--- config.mk ---
export PLATFORM = sky130hd
export DESIGN_NAME = dpram_port_ctrl
export DESIGN_NICKNAME = d
export VERILOG_FILES = /design/src/rtl/dpram_port_ctrl.sv
export SDC_FILE = /design/constraint.sdc
export NUM_CORES = 1
export LEC_CHECK = 0
export CAP_MARGIN = 25
export CORE_MARGIN = 2
export CORE_UTILIZATION = 30
export DETAILED_ROUTE_END_ITERATION = 16
export GPL_TIMING_DRIVEN = 0
export PLACE_DENSITY = 0.84
export SYNTH_ARGS = -nofsm -noshare
export SYNTH_HDL_FRONTEND = slang
export SYNTH_SLANG_ARGS = --single-unit
--- constraint.sdc ---
create_clock -name clk -period 1.4 [get_ports clk]
set_input_delay 0.35 -clock clk [delete_from_list [all_inputs] [get_ports clk]]
set_output_delay 0.35 -clock clk [all_outputs]
set_load 0.01 [all_outputs]
--- src/rtl/dpram_port_ctrl.sv ---
// Read-port arbiter and write-port owner for one simple dual-port RAM block.
// Define DPRAM_PORT_CTRL_CLEAR_EN to sweep CLEAR_VALUE through the RAM after reset.
module dpram_port_ctrl #(
    parameter int                    DATA_WIDTH  = 8,
    parameter int                    ADDR_WIDTH  = 9,
    parameter int                    RD_LATENCY  = 2,
    parameter logic [DATA_WIDTH-1:0] CLEAR_VALUE = '0
) (
    input  logic                  clk,
    input  logic                  rst_n,
    input  logic                  c0_req,
    input  logic [ADDR_WIDTH-1:0] c0_addr,
    output logic                  c0_gnt,
    output logic                  c0_rvalid,
    input  logic                  c1_req,
    input  logic [ADDR_WIDTH-1:0] c1_addr,
    output logic                  c1_gnt,
    output logic                  c1_rvalid,
    output logic [DATA_WIDTH-1:0] rdata,
    input  logic                  w_req,
    input  logic [ADDR_WIDTH-1:0] w_addr,
    input  logic [DATA_WIDTH-1:0] w_data,
    output logic                  w_gnt,
    output logic                  init_done,
    output logic [ADDR_WIDTH-1:0] ram_raddr,
    output logic                  ram_re,
    input  logic [DATA_WIDTH-1:0] ram_rdata,
    output logic [ADDR_WIDTH-1:0] ram_waddr,
    output logic [DATA_WIDTH-1:0] ram_wdata,
    output logic                  ram_we
);

    localparam int NUM_CLIENTS = 2;

    generate
        if (RD_LATENCY != 1 && RD_LATENCY != 2) begin : g_bad_latency
            $error("dpram_port_ctrl: RD_LATENCY must be 1 or 2");
        end
    endgenerate

    logic                  run;
    logic                  clear_active;
    logic [ADDR_WIDTH-1:0] clear_waddr;
    logic                  active;

`ifdef DPRAM_PORT_CTRL_CLEAR_EN
    localparam int DEPTH = 1 << ADDR_WIDTH;
    // One extra counter bit so the terminal compare can never be skipped by wrap-around.
    localparam logic [ADDR_WIDTH:0] LAST_CNT = (ADDR_WIDTH+1)'(DEPTH - 1);

    typedef enum logic {
        ST_CLEAR = 1'b0,
        ST_RUN   = 1'b1
    } state_t;

    state_t                state_reg;
    state_t                state_next;
    logic [ADDR_WIDTH:0]   cnt_reg;
    logic [ADDR_WIDTH:0]   cnt_next;

    always_ff @(posedge clk) begin
        if (!rst_n) begin
            state_reg <= ST_CLEAR;
            cnt_reg   <= '0;
        end else begin
            state_reg <= state_next;
            cnt_reg   <= cnt_next;
        end
    end

    always_comb begin
        state_next   = state_reg;
        cnt_next     = cnt_reg;
        clear_active = 1'b0;
        case (state_reg)
            ST_CLEAR: begin
                clear_active = 1'b1;
                cnt_next     = cnt_reg + (ADDR_WIDTH+1)'(1);
                if (cnt_reg == LAST_CNT) begin
                    state_next = ST_RUN;
                end
            end
            ST_RUN: begin
                state_next = ST_RUN;
            end
            default: begin
                state_next = ST_CLEAR;
            end
        endcase
    end

    assign run         = (state_reg == ST_RUN);
    assign clear_waddr = cnt_reg[ADDR_WIDTH-1:0];
`else
    assign run          = 1'b1;
    assign clear_active = 1'b0;
    assign clear_waddr  = '0;
`endif

    // Nothing is granted or written while reset is held, whatever the state register says.
    assign active    = rst_n & run;
    assign init_done = active;

    logic [NUM_CLIENTS-1:0] req;
    logic [ADDR_WIDTH-1:0]  req_addr [NUM_CLIENTS];
    logic [NUM_CLIENTS-1:0] gnt;
    logic [NUM_CLIENTS-1:0] rvalid;
    logic                   last_reg;
    logic [ADDR_WIDTH-1:0]  raddr_reg;

    assign req         = {c1_req, c0_req};
    assign req_addr[0] = c0_addr;
    assign req_addr[1] = c1_addr;

    // last_reg = 1 means client 1 was granted most recently, so client 0 wins a tie.
    assign gnt[0] = active & req[0] & (~req[1] | last_reg);
    assign gnt[1] = active & req[1] & (~req[0] | ~last_reg);

    always_comb begin
        ram_raddr = raddr_reg;
        if (gnt[0]) begin
            ram_raddr = req_addr[0];
        end else if (gnt[1]) begin
            ram_raddr = req_addr[1];
        end
    end

    always_ff @(posedge clk) begin
        if (!rst_n) begin
            last_reg  <= 1'b1;
            raddr_reg <= '0;
        end else if (|gnt) begin
            last_reg  <= gnt[1];
            raddr_reg <= ram_raddr;
        end
    end

    assign ram_re = |gnt;
    assign c0_gnt = gnt[0];
    assign c1_gnt = gnt[1];

    genvar gi;
    generate
        for (gi = 0; gi < NUM_CLIENTS; gi++) begin : g_client
            logic [RD_LATENCY-1:0] pipe_reg;

            if (RD_LATENCY == 1) begin : g_lat1
                always_ff @(posedge clk) begin
                    if (!rst_n) begin
                        pipe_reg <= '0;
                    end else begin
                        pipe_reg <= gnt[gi];
                    end
                end
            end else begin : g_latn
                always_ff @(posedge clk) begin
                    if (!rst_n) begin
                        pipe_reg <= '0;
                    end else begin
                        pipe_reg <= {pipe_reg[RD_LATENCY-2:0], gnt[gi]};
                    end
                end
            end

            assign rvalid[gi] = rst_n & pipe_reg[RD_LATENCY-1];
        end
    endgenerate

    assign c0_rvalid = rvalid[0];
    assign c1_rvalid = rvalid[1];
    assign rdata     = ram_rdata;

    // The clear sweep owns the write port; afterwards the write client passes straight through.
    assign w_gnt     = active & w_req;
    assign ram_we    = rst_n & (clear_active | (run & w_req));
    assign ram_waddr = clear_active ? clear_waddr : w_addr;
    assign ram_wdata = clear_active ? CLEAR_VALUE : w_data;

endmodule

==> results of run 1 <==
## logic make-up (layout without fill, tap and decap cells)
kind of cell / after synthesis / in the layout / synth area share
AO/OA/AOI/OAI: 21 / 21 / 0.1823
buffers and inverters: 33 / 114 / 0.2440
flip-flops: 14 / 14 / 0.3003
AND/OR/NAND/NOR: 40 / 40 / 0.2735
## through the flow
stage                     instances    util  TNS (ps)  total power, mW  hold slack (ps)
after global placement          205  0.5379    -18950           0.8957            428.2
after global routing            222  0.5858     -4884            1.298            294.0
after floorplan                 108       -         0           0.6599            411.9
final                           222  0.5858     -4314            1.241            292.5
after detailed placement        205  0.5379    -20160           0.9097            439.2
after CTS                       217  0.5621     -3967            1.208            295.3
## worst reg2reg max path, stage by stage, from the launching register on
cell and delay [ps]:
dfxtp_2 360, and2b_2 240, buf_2 190, nor3b_1 220
nor3_1 70
## worst min path at each step
stage	startpoint	endpoint	slack, ps	cells after the start
2_1_floorplan	rst_n	last_reg$_SDFFE_PN1P_	410	1
3_3_place_gp	g_client[0].pipe_reg[0]$_SDFF_PN0_	g_client[0].pipe_reg[1]$_SDFF_PN0_	430	1
3_5_place_dp	g_client[1].pipe_reg[0]$_SDFF_PN0_	g_client[1].pipe_reg[1]$_SDFF_PN0_	440	1
4_1_cts	rst_n	last_reg$_SDFFE_PN1P_	300	2
5_1_grt	rst_n	last_reg$_SDFFE_PN1P_	290	2
6_report	rst_n	last_reg$_SDFFE_PN1P_	290	2
## cells in the mapped netlist
| cell | n | area share |
|---|---|---|
| dfxtp_1 | 14 | 0.30 |
| o22ai_1 | 9 | 0.060 |
| nor3_1 | 9 | 0.048 |
| clkbuf_1 | 2 | 0.0080 |
| o21ai_2 | 1 | 0.0094 |
| buf_2 | 2 | 0.011 |
| nor2_1 | 2 | 0.0080 |
| nand2_1 | 3 | 0.012 |
| inv_1 | 1 | 0.0040 |
| and2_2 | 5 | 0.040 |
| nor3b_1 | 9 | 0.072 |
| a221o_1 | 9 | 0.097 |
| nor2_4 | 2 | 0.024 |
| and2b_1 | 1 | 0.0080 |
| and2_1 | 8 | 0.054 |
| a21bo_2 | 1 | 0.011 |
| o21ai_0 | 1 | 0.0054 |
| inv_2 | 1 | 0.0040 |
| buf_4 | 27 | 0.22 |
| and2_0 | 1 | 0.0067 |
## cell type report
cell class | count | area share
repair buffers | 77 | 0.4082
multi-input cells | 61 | 0.2511
flip-flops and latches | 14 | 0.1600
plain buffers | 31 | 0.1252
well taps | 33 | 0.02347
clock buffers | 4 | 0.02063
inverters | 2 | 0.01138
## power by group through the flow
stage / combinational [mW] / clock, mW / sequential, mW
global route: 0.529 / 0.331 / 0.438
floorplan: 0.219 / 0 / 0.441
global placement: 0.454 / 0 / 0.442
finish: 0.496 / 0.310 / 0.435
detailed placement: 0.466 / 0 / 0.444
CTS: 0.470 / 0.304 / 0.435
## layer usage
layer / up-vias / track usage / routed length [um]
met5: - / 0 / 0
met4: 0 / 0.06032 / 30
met3: 4 / 0.03463 / 258
met2: 58 / 0.3230 / 1592
met1: 491 / 0.1761 / 1195
li1: 523 / - / -
## what timing repair did
item	4_1_cts	5_1_grt
pin swaps	3	2
endpoints found under the setup margin	27	14
setup buffers	8	6
gates resized for setup	83	14
==> flow_summary.json, run 1 <==
{
  "p_seq_frac": 0.351,
  "vias": 1076,
  "cp_top_family": "flip-flops",
  "reg2reg_slack_ps": 200,
  "slew_violations": 0,
  "synth_seq_cells": 14,
  "crit_cells": 5,
  "r2r_cells": 4,
  "worst_pin_slew_ps": 463.4,
  "crit_type": "reg2out",
  "yosys_warnings": 0,
  "dp_hpwl_um": 2205,
  "relSlewSlack": 0.6911,
  "synth-seq-area-share": 0.3003,
  "final_common_cell": "clkdlybuf4s50_1",
  "p_comb_frac": 0.399,
  "cp_slowest_cell": "dfxtp_2",
  "status": "finished, violations left",
  "final_cell_mix": "clkdlybuf4s50_1, buf_4, dfxtp_1",
  "rsz0062_at_grt": "true",
  "wl_per_cell_um": 13.86,
  "h-tree-depth": 1,
  "grt_pass1_vias": 1041,
  "cts-root-buf": "clkbuf_4",
  "drive_above_1_share": 0.3968,
  "wl_um": 3077,
  "worstPathMaxFanout": 4,
  "dpl-instance-area_sq_um": 1615,
  "vias_per_cell": 4.847,
  "clock_path_buffers": 2,
  "nets": 238,
  "area_growth_pct": 88.47,
  "crit_buf_inv": 2,
  "final_antenna_net_count": 0,
  "dieHeight_um": 59.78,
  "yosysUniqueCellTypes": 20,
  "setup_viol": 12,
  "hold_violations": 0,
  "drt_iter0_markers": 35,
  "cts_sinks": 14,
  "n_fill_cell": 253,
  "post-route-period-util": 1.307,
  "seq_area_sq_um": 281.5,
  "syn-num-nets": 156,
  "p_sw_frac": 0.2850,
  "netlist_instances": 108,
  "fin_area_sq_um": 1759,
  "power_frac_clock": 0.250,
  "initial_utilization": 0.3108,
  "p_switching_uw": 353.6,
  "core_sq_um": 3003,
  "gr-total-overflow": 0,
  "worstPathArrival_ps": 1480,
  "violations": "setup timing",
  "io_pins": 90,
  "cp_cell_sequence": "and2b_2, nor2_4, buf_6, a221o_1, buf_2",
  "die_w_um": 59.78,
  "drc": 0,
  "die_area_sq_um": 3574,
  "p_int_uw": 887.0,
  "multiInputGateArea_sq_um": 441.7,
  "clkLatencyLatePin_ps": 290,
  "clkTransAtPathRegs_ps": 100,
  "place_ws_ps": -1115,
  "syn_area_sq_um": 933.4,
  "drtPass1Iterations": 4,
  "grt_usage": 0.1679,
  "worst_ep_required_time_ps": 1050,
  "grt_pass1_wl_um": 4554,
  "startpoint_type": "flip-flop",
  "diodes": 0,
  "setup_slack_ps": -430.4,
  "grt_max_degree": 11,
  "portBuffers": 64,
  "largest_reg_flops": 9,
  "hold_buffers": 0,
  "grt_antenna_before_repair": 0,
  "r2r_end": "raddr_reg[6]$_SDFFE_PN0P_",
  "cts_buffers": 3,
  "fmax_ghz": 0.5463,
  "endpoint": "ram_raddr[8]",
  "cap_viol_max_count": 0,
  "r2r-start": "last_reg$_SDFFE_PN1P_",
  "gp_congestion": 0.6991,
  "row_count": 20,
  "syn_area_per_cell_sq_um": 8.643,
  "ir_drop_uv": 239.0,
  "cts_tree": "done",
  "cp-end-kind": "output port",
  "hold_class": "in2reg",
  "skew_ps": 10.37,
  "p_leak_nw": 0.7854,
  "slowest_delay_ps": 350,
  "period_needed_ps": 1830,
  "cp-startpoint": "last_reg$_SDFFE_PN1P_",
  "p_per_area_nw_per_um2": 705.2
}
No activity file was read; power rests on OpenSTA's default activity.
==> run 2: changes to the inputs <==
TNS_END_PERCENT = 30   (was default)
==> run 2 against run 1 <==
Net effect: the flow still finishes with violations (setup timing); power decreased by 2.8%; final cell count decreased by 2.7%; first-iteration DRC count decreased by 34%; clock skew decreased by 7.8 ps; count of clock-buffer cells in the layout unchanged; via count decreased by 1.4%; critical path type unchanged.
==> flow_summary.json, run 2 (same netlist as run 1, synthesis figures left out) <==
{
  "clkTransAtPathRegs_ps": 90,
  "grt_usage": 0.1720,
  "gr-total-overflow": 0,
  "final_antenna_net_count": 0,
  "drt_iter0_markers": 23,
  "p_per_area_nw_per_um2": 712.4,
  "worst_ep_required_time_ps": 1050,
  "violations": "setup timing",
  "diodes": 0,
  "r2r-start": "last_reg$_SDFFE_PN1P_",
  "h-tree-depth": 1,
  "hold_class": "in2reg",
  "cts_tree": "done",
  "worst_pin_slew_ps": 455.3,
  "gp_congestion": 0.6991,
  "skew_ps": 2.590,
  "core_sq_um": 3003,
  "hold_violations": 0,
  "setup_slack_ps": -421.3,
  "cp-end-kind": "output port",
  "cap_viol_max_count": 0,
  "wl_um": 2974,
  "area_growth_pct": 81.37,
  "period_needed_ps": 1821,
  "dp.cells": 205,
  "portBuffers": 64,
  "nets": 232,
  "post-route-period-util": 1.301,
  "cts_sinks": 14,
  "hold_end": "last_reg$_SDFFE_PN1P_",
  "crit_type": "reg2out",
  "dp_hpwl_um": 2205,
  "fin_area_sq_um": 1693,
  "die_area_sq_um": 3574,
  "r2r_end": "raddr_reg[0]$_SDFFE_PN0P_",
  "final_common_cell": "clkdlybuf4s50_1",
  "relSlewSlack": 0.6965,
  "dieHeight_um": 59.78,
  "drc": 0,
  "grt_pass1_vias": 1040,
  "slew_violations": 0,
  "clkLatencyLatePin_ps": 280,
  "grt_max_degree": 11,
  "reg2reg_slack_ps": 200,
  "setup_tns_ps": -4373,
  "ir_drop_uv": 223.8,
  "worstPathArrival_ps": 1470,
  "clock_path_buffers": 2,
  "r2r_cells": 4,
  "dpl-instance-area_sq_um": 1615,
  "initial_utilization": 0.3108,
  "drtPass1Iterations": 4,
  "cts_buffers": 3,
  "cts-root-buf": "clkbuf_4",
  "place_ws_ps": -1115,
  "setup_viol": 12,
  "rsz0062_at_grt": "true",
  "grt_pass1_wl_um": 4623,
  "total_power_mw": 1.206,
  "vias": 1061,
  "die_w_um": 59.78,
  "stdcell_count": 216,
  "status": "finished, violations left",
  "row_count": 20,
  "fmax_ghz": 0.5491,
  "worstPathMaxFanout": 4,
  "io_pins": 90,
  "largest_reg_flops": 9,
  "min_from": "rst_n",
  "vias_per_cell": 4.912,
  "worst_hold_path.num_cells": 2,
  "final_cell_mix": "clkdlybuf4s50_1, buf_4, dfxtp_1",
  "p_leak_nw": 0.7454,
  "grt_antenna_before_repair": 0,
  "drive_above_1_share": 0.3770,
  "wl_per_cell_um": 13.77,
  "startpoint_type": "flip-flop"
}
[run 2: changes by cell type in the layout (fill, tap and decap cells not counted)]
cell | previous run | this run
inv_4 | 0 | 1
clkdlybuf4s50_1 | 43 | 44
clkdlybuf4s15_2 | 0 | 2
clkinv_8 | 1 | 0
buf_4 | 34 | 33
dlygate4sd2_1 | 3 | 2
buf_2 | 12 | 11
buf_6 | 11 | 5
[run 2: area by class of cell]
class / count / area [sq um]
inverters: 2 / 10.01
plain buffers: 31 / 220.2
flip-flops and latches: 14 / 281.5
multi-input cells: 61 / 441.7
well taps: 33 / 41.29
fillers: 263 / 1310
repair buffers: 71 / 661.9
clock buffers: 4 / 36.28
[run 2: metrics by stage]
stage                 util  hold WS, ps
floorplan                -        411.9
global placement    0.5379        428.2
detailed placement  0.5379        439.2
CTS                 0.5646        295.3
global route        0.5638        299.9
finish              0.5638        300.4
[run 2: worst max-delay path by stage]
stage	from	endpoint	slack (ps)	cells after the start
floorplan	c1_req	ram_raddr[0]	50	3
global placement	rst_n	ram_raddr[8]	-1080	5
detailed placement	c1_req	ram_raddr[8]	-1110	5
CTS	last_reg$_SDFFE_PN1P_	ram_raddr[8]	-420	5
global route	last_reg$_SDFFE_PN1P_	ram_raddr[2]	-470	5
finish	last_reg$_SDFFE_PN1P_	ram_raddr[8]	-420	5
[run 2: repair_timing]
item | in CTS | in global routing
resized for setup | 74 | 3
endpoints found under the setup margin | 27 | 14
setup buffers | 7 | 0
endpoints found under the hold margin | 0 | 0
hold buffers | 0 | 0
pin swaps | 3 | 1
[run 2: power breakdown]
part           internal [mW]  switching, mW
clock                  0.158          0.143
combinational          0.285          0.184
sequential             0.424         0.0111
total                  0.868          0.338
[run 2: worst max-delay path, cell delays in order (launching register included)]
cell and delay [ps]:
dfxtp_2 340, and2b_2 240, nor2_4 50, buf_6 120
a221o_1 290, buf_2 140
[run 2: metal layers]
layer	track usage	up-vias	share of wire
met5	0	-	0
met3	0.03463	4	0.091
met2	0.3323	56	0.52
met1	0.1803	487	0.37
li1	-	514	-
met4	0.06032	0	0.010
==> run 3: changes to the inputs <==
--- a/config.mk
+++ b/config.mk
@@ -10,5 +10,4 @@
 export CORE_UTILIZATION = 30
 export DETAILED_ROUTE_END_ITERATION = 16
-export GPL_TIMING_DRIVEN = 0
 export PLACE_DENSITY = 0.84
 export SYNTH_ARGS = -nofsm -noshare
==> constraint.sdc (replaced) <==
create_clock -name clk -period 1.4 [get_ports clk]
set_input_delay 0.28 -clock clk [delete_from_list [all_inputs] [get_ports clk]]
set_output_delay 0.28 -clock clk [all_outputs]
set_load 0.01 [all_outputs]
==> run 3 against run 2 <==
Net effect: the run still ends with setup timing left; fmax grew 2.6%; routed wire length shrank 15%; register-to-register slack hardly changed; sequential power barely moved; critical path type unchanged; largest power group is now registers.
==> flow_summary.json, run 3 (same netlist as run 1, synthesis figures left out) <==
{
  "cts_sinks": 14,
  "dp_hpwl_um": 1795,
  "p_per_area_nw_per_um2": 764.4,
  "io_pins": 90,
  "initial_utilization": 0.3108,
  "grt_pass1_vias": 855,
  "multiInputGateArea_sq_um": 454.2,
  "r2r-start": "last_reg$_SDFFE_PN1P_",
  "startpoint_type": "flip-flop",
  "setup_viol": 12,
  "post-route-period-util": 1.268,
  "worstPathArrival_ps": 1490,
  "skew_ps": 5.990,
  "p_leak_nw": 0.5494,
  "nets": 187,
  "setup_slack_ps": -374.6,
  "cts_tree": "done",
  "slew_violations": 0,
  "total_power_uw": 989.9,
  "reg2reg_slack_ps": 210,
  "wl_um": 2536,
  "dpl-instance-area_sq_um": 1250,
  "final_common_cell": "clkdlybuf4s50_1",
  "n_fill_cell": 307,
  "fmax_ghz": 0.5635,
  "gp_congestion": 0.6890,
  "violations": "setup timing",
  "grt_max_degree": 11,
  "endpoint": "ram_raddr[2]",
  "largest_reg_flops": 9,
  "die_area_sq_um": 3574,
  "portBuffers": 39,
  "row_count": 20,
  "cp-startpoint": "last_reg$_SDFFE_PN1P_",
  "hold_violations": 0,
  "diodes": 0,
  "drt_iter0_markers": 35,
  "worst_pin_slew_ps": 316.1,
  "core_sq_um": 3003,
  "grt_antenna_before_repair": 0,
  "clkLatencyLatePin_ps": 270,
  "fin_area_sq_um": 1295,
  "grt_pass1_wl_um": 3801,
  "vias": 881,
  "hold_class": "in2reg",
  "gr-total-overflow": 0,
  "period_needed_ps": 1775,
  "drc": 0,
  "r2r_cells": 4,
  "drtPass1Iterations": 4,
  "drive_above_1_share": 0.3358,
  "final_antenna_net_count": 0,
  "h-tree-depth": 1,
  "grt_usage": 0.1445,
  "r2r_end": "raddr_reg[8]$_SDFFE_PN0P_",
  "die_w_um": 59.78,
  "crit_type": "reg2out",
  "worstPathMaxFanout": 4,
  "cts_buffers": 3,
  "clkTransAtPathRegs_ps": 80,
  "worst_ep_required_time_ps": 1120,
  "cap_viol_max_count": 0,
  "place_ws_ps": -950.2,
  "final_cell_mix": "clkdlybuf4s50_1, buf_4, dfxtp_1",
  "rsz0062_at_grt": "true",
  "wl_per_cell_um": 14.92,
  "ir_drop_uv": 220.0,
  "cts-root-buf": "clkbuf_4",
  "cp-end-kind": "output port",
  "vias_per_cell": 5.182,
  "seq_area_sq_um": 281.5,
  "relSlewSlack": 0.7885,
  "status": "finished, violations left",
  "dieHeight_um": 59.78,
  "area_growth_pct": 38.74,
  "clock_path_buffers": 2
}
## run 3: layer usage
metal | share of wire | vias to the layer above | GRT usage | wire, um
met3 | 0.087 | 6 | 0.03247 | 220
met2 | 0.50 | 34 | 0.2578 | 1262
met4 | 0.014 | 0 | 0.08571 | 36
met5 | 0 | - | 0 | 0
met1 | 0.40 | 420 | 0.1529 | 1017
li1 | - | 421 | - | -
## run 3: per-stage QoR
| stage | util | TNS (ps) | hold WS (ps) | std cells |
|---|---|---|---|---|
| 2_1_floorplan | - | 0 | 341.9 | 108 |
| 3_3_place_gp | 0.4163 | -16670 | 430.6 | 163 |
| 3_5_place_dp | 0.4163 | -17730 | 444.0 | 163 |
| 4_1_cts | 0.4279 | -3526 | 248.1 | 169 |
| 5_1_grt | 0.4313 | -3895 | 259.5 | 170 |
| 6_report | 0.4313 | -3299 | 253.8 | 170 |
## run 3: worst min-delay path by stage
stage	start	to	depth (start not counted)
global route	rst_n	last_reg$_SDFFE_PN1P_	2
floorplan	rst_n	last_reg$_SDFFE_PN1P_	1
detailed placement	g_client[1].pipe_reg[0]$_SDFF_PN0_	g_client[1].pipe_reg[1]$_SDFF_PN0_	1
global placement	g_client[1].pipe_reg[0]$_SDFF_PN0_	g_client[1].pipe_reg[1]$_SDFF_PN0_	1
CTS	rst_n	last_reg$_SDFFE_PN1P_	2
finish	rst_n	last_reg$_SDFFE_PN1P_	2
## run 3: final cells by class
class | instances | share of cell area
sequential | 14 | 0.2174
inverter | 2 | 0.005797
multi-input combinational | 62 | 0.3507
tap | 33 | 0.03188
timing repair buffer | 56 | 0.3768
clock buffer | 3 | 0.01739
## run 3: critical path: stages, from the launching register on
cell and delay [ps]:
dfxtp_2 340, and2b_2 280, nor2_4 70, buf_6 120
a221o_1 280, buf_2 140
## run 3: timing repair
action	4_1_cts	5_1_grt
buffers inserted	2	1
gates cloned	1	0
pin swaps	10	2
endpoints found under the setup margin	26	13
hold buffers	0	0
resized for setup	65	1
## run 3: where the power goes
group / switching, mW / internal, mW
clock network: 0.121 / 0.0995
registers: 0.0114 / 0.424
logic: 0.145 / 0.189
